===== config.mk =====
export PLATFORM = sky130hd
export DESIGN_NAME = rt_prog_cnt_flat
export DESIGN_NICKNAME = d
export VERILOG_FILES = /design/src/rtl/rt_prog_cnt_pkg.sv /design/src/rtl/rt_prog_cnt_if.sv /design/src/rtl/rt_prog_cnt_psc_tick.sv /design/src/rtl/rt_prog_cnt.sv /design/src/flat_wrapper.sv
export SDC_FILE = /design/constraint.sdc
export NUM_CORES = 1
export LEC_CHECK = 0
export CORE_ASPECT_RATIO = 0.5
export CORE_MARGIN = 3
export CORE_UTILIZATION = 40
export CTS_CLUSTER_SIZE = 10
export DETAILED_ROUTE_END_ITERATION = 7
export GPL_TIMING_DRIVEN = 0
export PLACE_DENSITY = 0.74
export SLEW_MARGIN = 0
export SYNTH_ARGS = -nofsm -noshare
export SYNTH_HDL_FRONTEND = slang
export SYNTH_HIERARCHICAL = 1
export SYNTH_SLANG_ARGS = --single-unit

===== constraint.sdc =====
create_clock -name rt_i_clk -period 3.5 [get_ports rt_i_clk]
set_input_delay 0.875 -clock rt_i_clk [delete_from_list [all_inputs] [get_ports rt_i_clk]]
set_output_delay 0.875 -clock rt_i_clk [all_outputs]
set_load 0.01 [all_outputs]

===== src/rtl/rt_prog_cnt_pkg.sv =====
// rt_cnt_pkg: shared constants for the programmable event counter.
//   DIR_UP/DIR_DN     encoding of rt_i_dir
//   MODE_WRAP/SAT     values of the SAT_MODE parameter
//   rt_params_ok()    legal-range check for CW/PW/SAT_MODE, used at elaboration
package rt_cnt_pkg;

    localparam logic DIR_UP    = 1'b1;
    localparam logic DIR_DN    = 1'b0;

    localparam int   MODE_WRAP = 0;
    localparam int   MODE_SAT  = 1;

    localparam int   CW_MIN    = 2;
    localparam int   CW_MAX    = 64;
    localparam int   PW_MIN    = 1;
    localparam int   PW_MAX    = 16;

    function automatic bit rt_params_ok(input int cw, input int pw, input int mode);
        return (cw >= CW_MIN) && (cw <= CW_MAX) &&
               (pw >= PW_MIN) && (pw <= PW_MAX) &&
               ((mode == MODE_WRAP) || (mode == MODE_SAT));
    endfunction

endpackage


===== src/rtl/rt_prog_cnt_if.sv =====
// rt_prog_cnt_if: control/status bundle of rt_prog_cnt.
//   Inputs to the counter : rt_i_clr, rt_i_ce, rt_i_dir, rt_i_ld, rt_i_ld_val,
//                           rt_i_max, rt_i_psc, rt_i_cap, rt_i_ovf_clr
//   Outputs of the counter: rt_o_cnt, rt_o_tc, rt_o_ovf, rt_o_cap, rt_o_cap_vld
//   master = the block driving the counter, slave = the counter itself.
interface rt_prog_cnt_if #(
    parameter int CW = 32,
    parameter int PW = 8
) ();
    logic          rt_i_clr;
    logic          rt_i_ce;
    logic          rt_i_dir;
    logic          rt_i_ld;
    logic [CW-1:0] rt_i_ld_val;
    logic [CW-1:0] rt_i_max;
    logic [PW-1:0] rt_i_psc;
    logic          rt_i_cap;
    logic          rt_i_ovf_clr;

    logic [CW-1:0] rt_o_cnt;
    logic          rt_o_tc;
    logic          rt_o_ovf;
    logic [CW-1:0] rt_o_cap;
    logic          rt_o_cap_vld;

    modport master (
        output rt_i_clr, rt_i_ce, rt_i_dir, rt_i_ld, rt_i_ld_val,
               rt_i_max, rt_i_psc, rt_i_cap, rt_i_ovf_clr,
        input  rt_o_cnt, rt_o_tc, rt_o_ovf, rt_o_cap, rt_o_cap_vld
    );

    modport slave (
        input  rt_i_clr, rt_i_ce, rt_i_dir, rt_i_ld, rt_i_ld_val,
               rt_i_max, rt_i_psc, rt_i_cap, rt_i_ovf_clr,
        output rt_o_cnt, rt_o_tc, rt_o_ovf, rt_o_cap, rt_o_cap_vld
    );
endinterface


===== src/rtl/rt_prog_cnt_psc_tick.sv =====
// rt_psc_tick: clock-enable prescaler.
//   clk_i, rst_ni : clock, async active-low reset
//   ce_i          : count enable; each enabled cycle advances the prescaler
//   clr_i, ld_i   : sync clear/load of the parent counter; both zero the prescaler
//   psc_i         : one tick every (psc_i+1) enabled cycles
//   tick_o        : combinational step strobe for the parent counter
module rt_psc_tick #(
    parameter int PW = 8
) (
    input  logic          clk_i,
    input  logic          rst_ni,
    input  logic          ce_i,
    input  logic          clr_i,
    input  logic          ld_i,
    input  logic [PW-1:0] psc_i,
    output logic          tick_o
);

    logic [PW-1:0] psc_cnt_q, psc_cnt_d;

    // clr/ld suppress the step, so a load is never overwritten in the same cycle.
    assign tick_o = ce_i & (psc_cnt_q == psc_i) & ~clr_i & ~ld_i;

    // If psc_i is lowered below psc_cnt_q the counter simply runs on and
    // wraps through 2^PW before matching again; no forced resync.
    always_comb begin
        psc_cnt_d = psc_cnt_q;
        if (clr_i || ld_i)  psc_cnt_d = '0;
        else if (tick_o)    psc_cnt_d = '0;
        else if (ce_i)      psc_cnt_d = psc_cnt_q + 1'b1;
    end

    always_ff @(posedge clk_i or negedge rst_ni) begin
        if (!rst_ni) psc_cnt_q <= '0;
        else         psc_cnt_q <= psc_cnt_d;
    end

endmodule


===== src/rtl/rt_prog_cnt.sv =====
// rt_prog_cnt: programmable up/down event counter.
//   rt_i_clk, rt_i_rst_n : clock, async active-low reset
//   bus (slave)          : clr/ce/dir/ld/ld_val/max/psc/cap/ovf_clr in,
//                          cnt/tc/ovf/cap/cap_vld out (all outputs registered)
//   CW       counter width, PW prescaler width, SAT_MODE wrap(0)/saturate(1).
module rt_prog_cnt
    import rt_cnt_pkg::*;
#(
    parameter int CW       = 32,
    parameter int PW       = 8,
    parameter int SAT_MODE = MODE_WRAP
) (
    input  logic         rt_i_clk,
    input  logic         rt_i_rst_n,
    rt_prog_cnt_if.slave bus
);

    localparam bit SAT = (SAT_MODE == MODE_SAT);

    generate
        if (!rt_params_ok(CW, PW, SAT_MODE)) begin : g_bad_param
            $error("rt_prog_cnt: CW/PW/SAT_MODE out of range");
        end
    endgenerate

    logic          tick;
    logic          bnd;
    logic [CW-1:0] step_v;
    logic [CW-1:0] cnt_q, cnt_d;
    logic          tc_q, tc_d;
    logic          ovf_q, ovf_d;
    logic [CW-1:0] cap_q;
    logic          cap_vld_q;

    rt_psc_tick #(.PW(PW)) u_psc (
        .clk_i  (rt_i_clk),
        .rst_ni (rt_i_rst_n),
        .ce_i   (bus.rt_i_ce),
        .clr_i  (bus.rt_i_clr),
        .ld_i   (bus.rt_i_ld),
        .psc_i  (bus.rt_i_psc),
        .tick_o (tick)
    );

    always_comb begin
        // Up uses >= so a loaded value above max still treats the next step as boundary.
        if (bus.rt_i_dir == DIR_UP) begin
            bnd    = (cnt_q >= bus.rt_i_max);
            step_v = bnd ? (SAT ? bus.rt_i_max : '0) : cnt_q + 1'b1;
        end else begin
            bnd    = (cnt_q == '0);
            step_v = bnd ? (SAT ? '0 : bus.rt_i_max) : cnt_q - 1'b1;
        end

        cnt_d = cnt_q;
        if (bus.rt_i_clr)     cnt_d = '0;
        else if (bus.rt_i_ld) cnt_d = bus.rt_i_ld_val;
        else if (tick)        cnt_d = step_v;

        // tick is already masked by clr/ld, so tc never fires on a clear or load.
        tc_d = tick & bnd;

        ovf_d = ovf_q;
        if (bus.rt_i_clr)          ovf_d = 1'b0;
        else if (tc_d)             ovf_d = 1'b1;
        else if (bus.rt_i_ovf_clr) ovf_d = 1'b0;
    end

    always_ff @(posedge rt_i_clk or negedge rt_i_rst_n) begin
        if (!rt_i_rst_n) begin
            cnt_q     <= '0;
            tc_q      <= 1'b0;
            ovf_q     <= 1'b0;
            cap_q     <= '0;
            cap_vld_q <= 1'b0;
        end else begin
            cnt_q     <= cnt_d;
            tc_q      <= tc_d;
            ovf_q     <= ovf_d;
            // Snapshot takes the pre-update count, even alongside clr/ld.
            if (bus.rt_i_cap) cap_q <= cnt_q;
            cap_vld_q <= bus.rt_i_cap;
        end
    end

    assign bus.rt_o_cnt     = cnt_q;
    assign bus.rt_o_tc      = tc_q;
    assign bus.rt_o_ovf     = ovf_q;
    assign bus.rt_o_cap     = cap_q;
    assign bus.rt_o_cap_vld = cap_vld_q;

endmodule


===== src/flat_wrapper.sv =====
// flat-port wrapper written by rule: the top's interface ports become plain ports
module rt_prog_cnt_flat import rt_cnt_pkg::*;
#(
    parameter int CW       = 32,
    parameter int PW       = 8,
    parameter int SAT_MODE = MODE_WRAP
)
  (rt_i_clk, rt_i_rst_n, bus_rt_i_clr, bus_rt_i_ce, bus_rt_i_dir, bus_rt_i_ld, bus_rt_i_ld_val, bus_rt_i_max, bus_rt_i_psc, bus_rt_i_cap, bus_rt_i_ovf_clr, bus_rt_o_cnt, bus_rt_o_tc, bus_rt_o_ovf, bus_rt_o_cap, bus_rt_o_cap_vld);
  rt_prog_cnt_if #(.CW(CW), .PW(PW)) bus_i ();
  input  logic rt_i_clk;
  input  logic rt_i_rst_n;
  input wire logic [$bits(bus_i.rt_i_clr)-1:0] bus_rt_i_clr;
  input wire logic [$bits(bus_i.rt_i_ce)-1:0] bus_rt_i_ce;
  input wire logic [$bits(bus_i.rt_i_dir)-1:0] bus_rt_i_dir;
  input wire logic [$bits(bus_i.rt_i_ld)-1:0] bus_rt_i_ld;
  input wire logic [$bits(bus_i.rt_i_ld_val)-1:0] bus_rt_i_ld_val;
  input wire logic [$bits(bus_i.rt_i_max)-1:0] bus_rt_i_max;
  input wire logic [$bits(bus_i.rt_i_psc)-1:0] bus_rt_i_psc;
  input wire logic [$bits(bus_i.rt_i_cap)-1:0] bus_rt_i_cap;
  input wire logic [$bits(bus_i.rt_i_ovf_clr)-1:0] bus_rt_i_ovf_clr;
  output wire logic [$bits(bus_i.rt_o_cnt)-1:0] bus_rt_o_cnt;
  output wire logic [$bits(bus_i.rt_o_tc)-1:0] bus_rt_o_tc;
  output wire logic [$bits(bus_i.rt_o_ovf)-1:0] bus_rt_o_ovf;
  output wire logic [$bits(bus_i.rt_o_cap)-1:0] bus_rt_o_cap;
  output wire logic [$bits(bus_i.rt_o_cap_vld)-1:0] bus_rt_o_cap_vld;
  assign bus_i.rt_i_clr = bus_rt_i_clr;
  assign bus_i.rt_i_ce = bus_rt_i_ce;
  assign bus_i.rt_i_dir = bus_rt_i_dir;
  assign bus_i.rt_i_ld = bus_rt_i_ld;
  assign bus_i.rt_i_ld_val = bus_rt_i_ld_val;
  assign bus_i.rt_i_max = bus_rt_i_max;
  assign bus_i.rt_i_psc = bus_rt_i_psc;
  assign bus_i.rt_i_cap = bus_rt_i_cap;
  assign bus_i.rt_i_ovf_clr = bus_rt_i_ovf_clr;
  assign bus_rt_o_cnt = bus_i.rt_o_cnt;
  assign bus_rt_o_tc = bus_i.rt_o_tc;
  assign bus_rt_o_ovf = bus_i.rt_o_ovf;
  assign bus_rt_o_cap = bus_i.rt_o_cap;
  assign bus_rt_o_cap_vld = bus_i.rt_o_cap_vld;
  rt_prog_cnt #(.CW(CW), .PW(PW), .SAT_MODE(SAT_MODE)) u_core (.rt_i_clk(rt_i_clk), .rt_i_rst_n(rt_i_rst_n), .bus(bus_i));
endmodule

# --- Word level (Yosys, flattened, before mapping) ---
# Index checks and enable logic that the tools add are counted.
op_classes:
  n_addsub: 3
  n_mul: 0
  div: 0
  order_cmp: 1
  n_eq_ne: 1
  shifts: 0
  muxes: 13
  n_bitwise: 6
  reduce_logical: 5
op_table:
  columns: ["cell", "count"]
  rows:
  - ["$mux 32", 6]
  - ["$add 32x1->32 const B", 1]
  - ["$ge 32x32->1", 1]
  - ["$logic_not 32->1", 1]
  - ["$sub 32x1->32 const B", 1]
  - ["$mux 8", 3]
  - ["$reduce_bool 3->1", 3]
  - ["$add 8x1->8 const B", 1]
  - ["$eq 8x8->1", 1]
  - ["$and 1x1->1", 4]
  - ["$mux 1", 4]
  - ["$not 1->1", 2]
  - ["$logic_or 1x1->1", 1]
totals:
  register_bits: 75
  latch_bits: 0
  ram_bits: 0
  rom_bits: 0
  input_bits: 80
  output_inout_bits: 67
  word_cells: 35
  mem_count: 0

# --- Depth between registers and ports, before layout ---
# Gate-level depths: netlist (run 1).
logic_depth:
  ltp_word: 7
  ltp_mapped: 12
  ltp_nobuf: 10

# --- Cells and area by module ---
# The synthesis (run 1) kept the hierarchy.
modules_own_cells:
  columns: ["module", "instances", "cells_per_inst", "area_each_um2", "seq_area_each_um2"]
  rows:
  - ["rt_prog_cnt", 1, 677, 5477.8, 1676.6]
  - ["rt_psc_tick", 1, 56, 519.2, 200.2]

# --- Worst setup path before layout (run 1) ---
# Ideal clock, no wire load.
synth_timing:
  path_kind: "input -> register"
  start: "in bus_rt_i_max[17]"
  end: "reg u_core.cnt_q[30], in the netlist u_core/bus.rt_o_cnt[30]"
  arrival_time_ps: 3100
  t_required_ps: 3406
  path_slack_ps: 306
  cell_stages: 12
  path_buffers: 2
  path_cell_list: "inv_1 ha_1 a211oi_1 o21bai_1 a2111oi_0 a21oi_1 or3_1 clkbuf_1 clkbuf_1 a21oi_1 o22ai_1 a211oi_1"
synth_via:
  elab_chain_cells: 6
synth_lines:
  columns: ["item", "line", "source"]
  rows:
  - ["start: declaration", "flat_wrapper.sv:17", "input wire logic [$bits(bus_i.rt_i_max)-1:0] bus_rt_i_max;"]
  - ["$ge 32x32->1", "rt_prog_cnt.sv:48", "bnd = (cnt_q >= bus.rt_i_max);"]
  - ["$mux 32", "rt_prog_cnt.sv:49", "step_v = bnd ? (SAT ? bus.rt_i_max : '0) : cnt_q + 1'b1;"]
  - ["$mux 32", "rt_prog_cnt.sv:47", "if (bus.rt_i_dir == DIR_UP) begin"]
  - ["$mux 32", "rt_prog_cnt.sv:58", "else if (tick) cnt_d = step_v;"]
  - ["$mux 32", "rt_prog_cnt.sv:57", "else if (bus.rt_i_ld) cnt_d = bus.rt_i_ld_val;"]
  - ["$mux 32", "rt_prog_cnt.sv:56", "if (bus.rt_i_clr) cnt_d = '0;"]
  - ["end signal: assignment", "rt_prog_cnt.sv:77", "cnt_q <= cnt_d;"]
  - ["end: declaration", "rt_prog_cnt.sv:29", "logic [CW-1:0] cnt_q, cnt_d;"]
# No other way between the ends. The select of a mux whose other input is x is not followed.
# A chain may end at the register's enable or synchronous reset.

# --- Worst setup path after layout (run 1) ---
layout_timing:
  start: "in bus_rt_i_max[23]"
  end: "reg u_core.cnt_q[15], in the netlist u_core/bus.rt_o_cnt[15]"
# The elaborated chain is that of the path after synthesis.

==> results of run 1 <==
-- path summary, 6_finish.rpt --
path | startpoint | endpoint | slack [ps]
max | bus_rt_i_max[23] | u_core/bus.rt_o_cnt[15]$_DFFE_PN0P_ | -40
min | rt_i_rst_n | u_core/bus.rt_o_cnt[8]$_DFFE_PN0P_ | 510
max reg2reg | u_core/bus.rt_o_cnt[31]$_DFFE_PN0P_ | u_core/bus.rt_o_cnt[15]$_DFFE_PN0P_ | 140
min reg2reg | u_core/bus.rt_o_cap[27]$_DFFE_PN0P_ | u_core/bus.rt_o_cap[27]$_DFFE_PN0P_ | 510
max in group asynchronous | rt_i_rst_n | u_core/bus.rt_o_cnt[31]$_DFFE_PN0P_ | 2380
min in group rt_i_clk | u_core/bus.rt_o_cap[27]$_DFFE_PN0P_ | u_core/bus.rt_o_cap[27]$_DFFE_PN0P_ | 510
-- sequential cells by signal (all words and copies together) (netlist names) --
signal	cells
u_core/bus.rt_o_cap	32
u_core/bus.rt_o_tc	1
u_core/bus.rt_o_ovf	1
u_core/bus.rt_o_cnt	32
u_core/bus.rt_o_cap_vld	1
u_core/u_psc/psc_cnt_q	8
-- cells in the mapped netlist (3+ instances only) --
cell type  count  area [µm²]
dfrtp_1       75        1877
nor2_1        70       262.8
nor3_1        50       250.2
clkbuf_1      48       180.2
nand2_1       47       176.4
o21ai_0       46       230.2
inv_1         43       161.4
ha_1          36       450.4
mux2_2        32       360.4
a21oi_1       24       120.1
xnor2_1       23       201.4
xor2_1        23       201.4
nand3_1       19       95.09
a211oi_1      18       135.1
or3_1         15       93.84
nand4_1       14       87.58
and3_1        13       81.33
o21ai_1       13       65.06
nor3b_1       11       82.58
nand2b_1       9       56.30
nor4_1         9       56.30
a221oi_1       6       52.55
a31oi_1        6       37.54
buf_1          6       22.52
a2111oi_0      5       43.79
buf_2          5       25.02
o221ai_1       5       43.79
o22ai_1        5       31.28
a311oi_1       3       26.28
nor4_2         3       37.54
o311a_1        3       30.03
o311ai_1       3       26.28
o31a_1         3       26.28
o41ai_1        3       26.28
-- stage by stage --
stage	util, %	setup slack (ps)	std cells	setup TNS, ps
after detailed placement	54.82	-1595	1072	-49860
after floorplan	-	306.4	733	0
after global routing	60.54	-48.85	1099	-106.9
after CTS	58.47	8.753	1094	0
after global placement	54.69	-1532	1071	-139070
final	60.54	-37.56	1099	-37.56
-- kinds of logic (layout without fill, tap and decap cells) --
family	Yosys count	after routing	share of synthesized area, %
compound gates	163	163	17.78
xor+xnor	46	46	6.718
fa+ha+maj	36	36	7.511
buf+inv	105	278	6.926
flops	75	75	31.30
mux	33	33	6.176
simple gates	275	276	23.60
-- critical path, stage by stage --
cell and delay, ps:
clkdlybuf4s50_1 490, inv_1 50, ha_1 310, nand2_1 130, nor4_4 380, o2111ai_2 230
a211oi_2 190, buf_4 170, or3_4 260, nor2_1 80, a2111oi_0 470, nor3_1 110
-- routing by layer --
layer	share of wire, %	global-route usage, %	routed length, µm
met1	42	40.74	10220
met2	43	43.72	10550
met3	13	7.821	3088
met4	2.0	8.226	498
met5	0	0	0
-- cell type report --
cell class / count / area share [%]
Clock inverter: 5 / 0.7047
Multi-Input combinational cell: 554 / 46.94
Sequential cell: 75 / 22.02
Clock buffer: 11 / 2.966
Tap cell: 192 / 2.819
Timing Repair Buffer: 158 / 19.01
Inverter: 44 / 1.938
Buffer: 60 / 3.597
-- timing repair --
action / 4_1_cts / 5_1_grt
buffers inserted: 5 / 4
gates resized for setup: 42 / 59
setup endpoints to repair: 34 / 32
gates cloned: 2 / 1
hold endpoints to repair: 0 / 0
pin swaps: 13 / 27
-- power by group through the flow --
stage / Clock [mW] / Sequential (mW) / Combinational, mW
after detailed placement: 0 / 1.02 / 0.915
final: 1.01 / 1.01 / 1.03
after CTS: 1.02 / 1.01 / 0.958
after floorplan: 0 / 1.04 / 0.447
after global routing: 1.04 / 1.02 / 1.10
after global placement: 0 / 1.02 / 0.899
==> flow_metrics.tcl, run 1 <==
set metrics [dict create \
    setup_viol 1 \
    p_per_area_mw_per_mm2 356.8 \
    viasPerCell 6.097 \
    cp-end-kind "flop" \
    syn_area_mm2 0.005997 \
    syn_inst 733 \
    grt_pass1_vias 6548 \
    yosysSeqAreaShare_pct 31.30 \
    seqPwrFrac_pct 33.2 \
    period_minus_slack_ps 3538 \
    hp-class "primary input to async pin" \
    crit_fanout 7 \
    hpwl_um 17640 \
    grt_max_degree 41 \
    dr.pass1.iters 6 \
    layout_worst_path_cycle_share_pct 101.1 \
    cts_tree "done" \
    relSlewSlack_pct 12.31 \
    die-width_um 179.2 \
    slew_violations 0 \
    die_h_um 92.58 \
    violations "negative setup slack" \
    whs_ps 505.6 \
    p_switching_mw 1.023 \
    intPower_mw 2.017 \
    fillers 1273 \
    drt_iter0_drc 951 \
    leakage_nw 3.615 \
    ios 147 \
    crit_type "primary input to flop" \
    cp.required_ps 3700 \
    vdd_drop_max_mv 0.1962 \
    layout_commonest_cell "clkdlybuf4s50_1" \
    max_freq_ghz 0.2827 \
    wl_per_cell_um 22.17 \
    finalPower_mw 3.041 \
    io_buffers 146 \
    vias 6701 \
    ys.flop_type "dfrtp_1" \
    numCtsBuffers 9 \
    ant_nets 0 \
    synth_area_per_cell_um2 8.181 \
    final.setup.worst_slack_ps -37.56 \
    grt_pass1_wl_um 37070 \
    dieArea_mm2 0.01659 \
    tightest_slew_ps 1305 \
    clock-sinks 75 \
    ys_types 62 \
    place_congestion 0.9649 \
    rows 30 \
    initial_core_util_pct 42.60 \
    antenna_found_initial 0 \
    nNetsFinal 1018 \
    worstPathArrival_ps 3730 \
    multi_input_area_mm2 0.004000 \
    clock_latency_ps 350 \
    r2r_cells 10 \
    drt-total-wl_um 24360 \
    hold_viol 0 \
    fin_area_mm2 0.008522 \
    async_reset_ff_share_pct 100.0 \
    overflow 0 \
    clockPowerShare_pct 33.1 \
    finClkSkew_ps 11.52 \
    mostFrequentLayoutCells "clkdlybuf4s50_1, dfrtp_1, nor2_1, nor3_1, nand2_1" \
    syn_nets 849 \
    power_frac_comb_pct 33.7 \
    p_sw_share_pct 33.66 \
    seqCellArea_mm2 0.001877 \
    core_area_mm2 0.01408 \
    cts_root_buf "clkbuf_16" \
    drive_above_1_share_pct 13.89 \
    synth-edff-count 0 \
    drv_cap 0 \
    area_growth_syn_to_layout_pct 42.10 \
    critPathLaunchType "primary input" \
    clk_pin_slew_worst_paths_ps 60 \
    htreeDepth 3 \
    drcViolationCount 0 \
    cts_buffer_depth 2 \
    ys_ff_latch 75 \
    postCtsHoldBufs 0 \
    status "finished with violations" \
    place_area_mm2 0.007716 \
    yosys_warnings 6 \
    antenna_cells 0 \
    track_usage_pct 29.01 \
]
Note: power is estimated with default switching activity, not from simulation.
==> run 2, diff against run 1 <==
Settings changed: CAP_MARGIN from default to 20.
==> run 2 against run 1 <==
Net effect: the flow still finishes with violations (negative setup slack); largest power group unchanged; clock skew fell by 4.4 ps; first-iteration DRC count rose by 4.3%; worst setup slack improved by 12 ps; final area rose by 0.40%; final cell count rose by 0.55%; sequential power barely moved; via count rose by 0.66%; critical endpoint unchanged; hold slack barely moved; die area did not move; critical path depth rose by 2.
==> flow_metrics.tcl, run 2 (synthesized netlist as in run 1, its figures left out) <==
set metrics [dict create \
    final.setup.worst_slack_ps -25.36 \
    drt-total-wl_um 24680 \
    grt_max_degree 41 \
    viasPerCell 6.104 \
    violations "negative setup slack" \
    dr.pass1.iters 6 \
    status "finished with violations" \
    dieArea_mm2 0.01659 \
    crit_fanout 5 \
    vias 6745 \
    drcViolationCount 0 \
    clk_pin_slew_worst_paths_ps 60 \
    drt_iter0_drc 992 \
    leakage_nw 3.605 \
    drv_cap 0 \
    fillers 1285 \
    ios 147 \
    fin_cells 1105 \
    clock-sinks 75 \
    place_congestion 0.9649 \
    tns_ps -25.36 \
    core_area_mm2 0.01408 \
    area_growth_syn_to_layout_pct 42.67 \
    cts_root_buf "clkbuf_16" \
    cp-end-kind "flop" \
    p_per_area_mw_per_mm2 355.4 \
    cts_tree "done" \
    cp.required_ps 3690 \
    reg2reg_slack_ps 110 \
    max_freq_ghz 0.2837 \
    antenna_found_initial 0 \
    tightest_slew_ps 989.6 \
    cts_buffer_depth 2 \
    crit_type "primary input to flop" \
    grt_pass1_vias 6497 \
    grt_pass1_wl_um 36810 \
    finClkSkew_ps 7.153 \
    slew_violations 0 \
    numCtsBuffers 9 \
    reg2reg_from "u_core/bus.rt_o_cnt[31]$_DFFE_PN0P_" \
    hp-class "primary input to async pin" \
    layout_commonest_cell "clkdlybuf4s50_1" \
    wl_per_cell_um 22.33 \
    critPathLaunchType "primary input" \
    fin_util_pct 60.78 \
    mostFrequentLayoutCells "clkdlybuf4s50_1, dfrtp_1, nor2_1, nor3_1, nand2_1" \
    postCtsHoldBufs 0 \
    overflow 0 \
    clock_latency_ps 340 \
    die-width_um 179.2 \
    drive_above_1_share_pct 14.24 \
    vdd_drop_max_mv 0.2459 \
    period_minus_slack_ps 3525 \
    setup_viol 1 \
    htreeDepth 3 \
    layout_worst_path_cycle_share_pct 100.7 \
    die_h_um 92.58 \
    r2r-end "u_core/bus.rt_o_cnt[15]$_DFFE_PN0P_" \
    track_usage_pct 29.06 \
    hpwl_um 17730 \
    antenna_cells 0 \
    dp_cells 1074 \
    finalPower_mw 3.041 \
    nNetsFinal 1024 \
    rows 30 \
    r2r_cells 12 \
    worstPathArrival_ps 3720 \
    initial_core_util_pct 42.60 \
    io_buffers 146 \
    ant_nets 0 \
    relSlewSlack_pct 33.52 \
    hold_viol 0 \
]
-- run 2: changes by cell type in the layout (fill, tap and decap cells not counted), moves of 2 or more --
cell	before	now
ha_4	9	11
buf_2	6	8
buf_4	10	15
dlymetal6s2s_1	11	8
clkdlybuf4s50_1	128	130
a2111oi_2	2	0
ha_1	27	25
a21oi_2	4	2
clkbuf_8	2	4
a21oi_1	20	22
-- run 2: metrics by stage --
step | hold slack [ps] | cell area (µm²) | setup slack (ps)
2_1_floorplan | 509.5 | 5997 | 306.4
3_3_place_gp | 489.0 | 7699 | -1532
3_5_place_dp | 494.1 | 7729 | -1580
4_1_cts | 508.0 | 8348 | 3.514
5_1_grt | 521.2 | 8556 | -84.28
6_report | 505.8 | 8556 | -25.36
-- run 2: worst max-delay path by stage --
stage / startpoint / end / cells past startpoint
after CTS: bus_rt_i_max[21] / u_core/bus.rt_o_cnt[23]$_DFFE_PN0P_ / 13
final: bus_rt_i_max[30] / u_core/bus.rt_o_cnt[15]$_DFFE_PN0P_ / 14
after global routing: bus_rt_i_psc[4] / u_core/bus.rt_o_cnt[15]$_DFFE_PN0P_ / 10
after global placement: bus_rt_i_max[30] / u_core/bus.rt_o_cnt[25]$_DFFE_PN0P_ / 13
after floorplan: bus_rt_i_max[17] / u_core/bus.rt_o_cnt[30]$_DFFE_PN0P_ / 12
after detailed placement: bus_rt_i_max[30] / u_core/bus.rt_o_cnt[25]$_DFFE_PN0P_ / 13
-- run 2: repair_timing --
action,CTS,global route
pin swaps,18,20
cloned,2,0
setup endpoints to repair,34,33
setup buffers,9,5
gates resized for setup,56,40
-- run 2: report_power, final --
group / switching (mW) / internal [mW]
Combinational: 0.548 / 0.493
Clock: 0.395 / 0.594
Sequential: 0.0695 / 0.941
Total: 1.01 / 2.03
-- run 2: worst max-delay path: stages --
cell             delay, ps
clkdlybuf4s15_1        220
inv_1                   90
ha_4                   270
nand4_1                100
buf_4                  180
nor4_4                 430
o2111ai_2              230
a211oi_2               190
buf_4                  170
or3_4                  150
buf_12                 140
nor2_1                  50
a2111oi_1              500
nor3_1                 110
-- run 2: final cells by class --
class,count,area [µm²],area share [%]
tap,192,240.2,2.808
inverter,44,165.2,1.930
timing repair buffer,164,1647,19.25
clock buffer,11,252.7,2.954
sequential,75,1877,21.94
multi-input combinational,554,4011,46.89
buffer,60,302.8,3.539
clock inverter,5,60.06,0.7020
-- run 2: metal layers --
layer,vias to the layer above,GRT usage [%],wire [µm]
met3,47,8.190,2987
met5,-,0,0
met4,0,7.776,450
li1,3007,-,-
met1,3243,40.74,10420
met2,448,43.84,10820
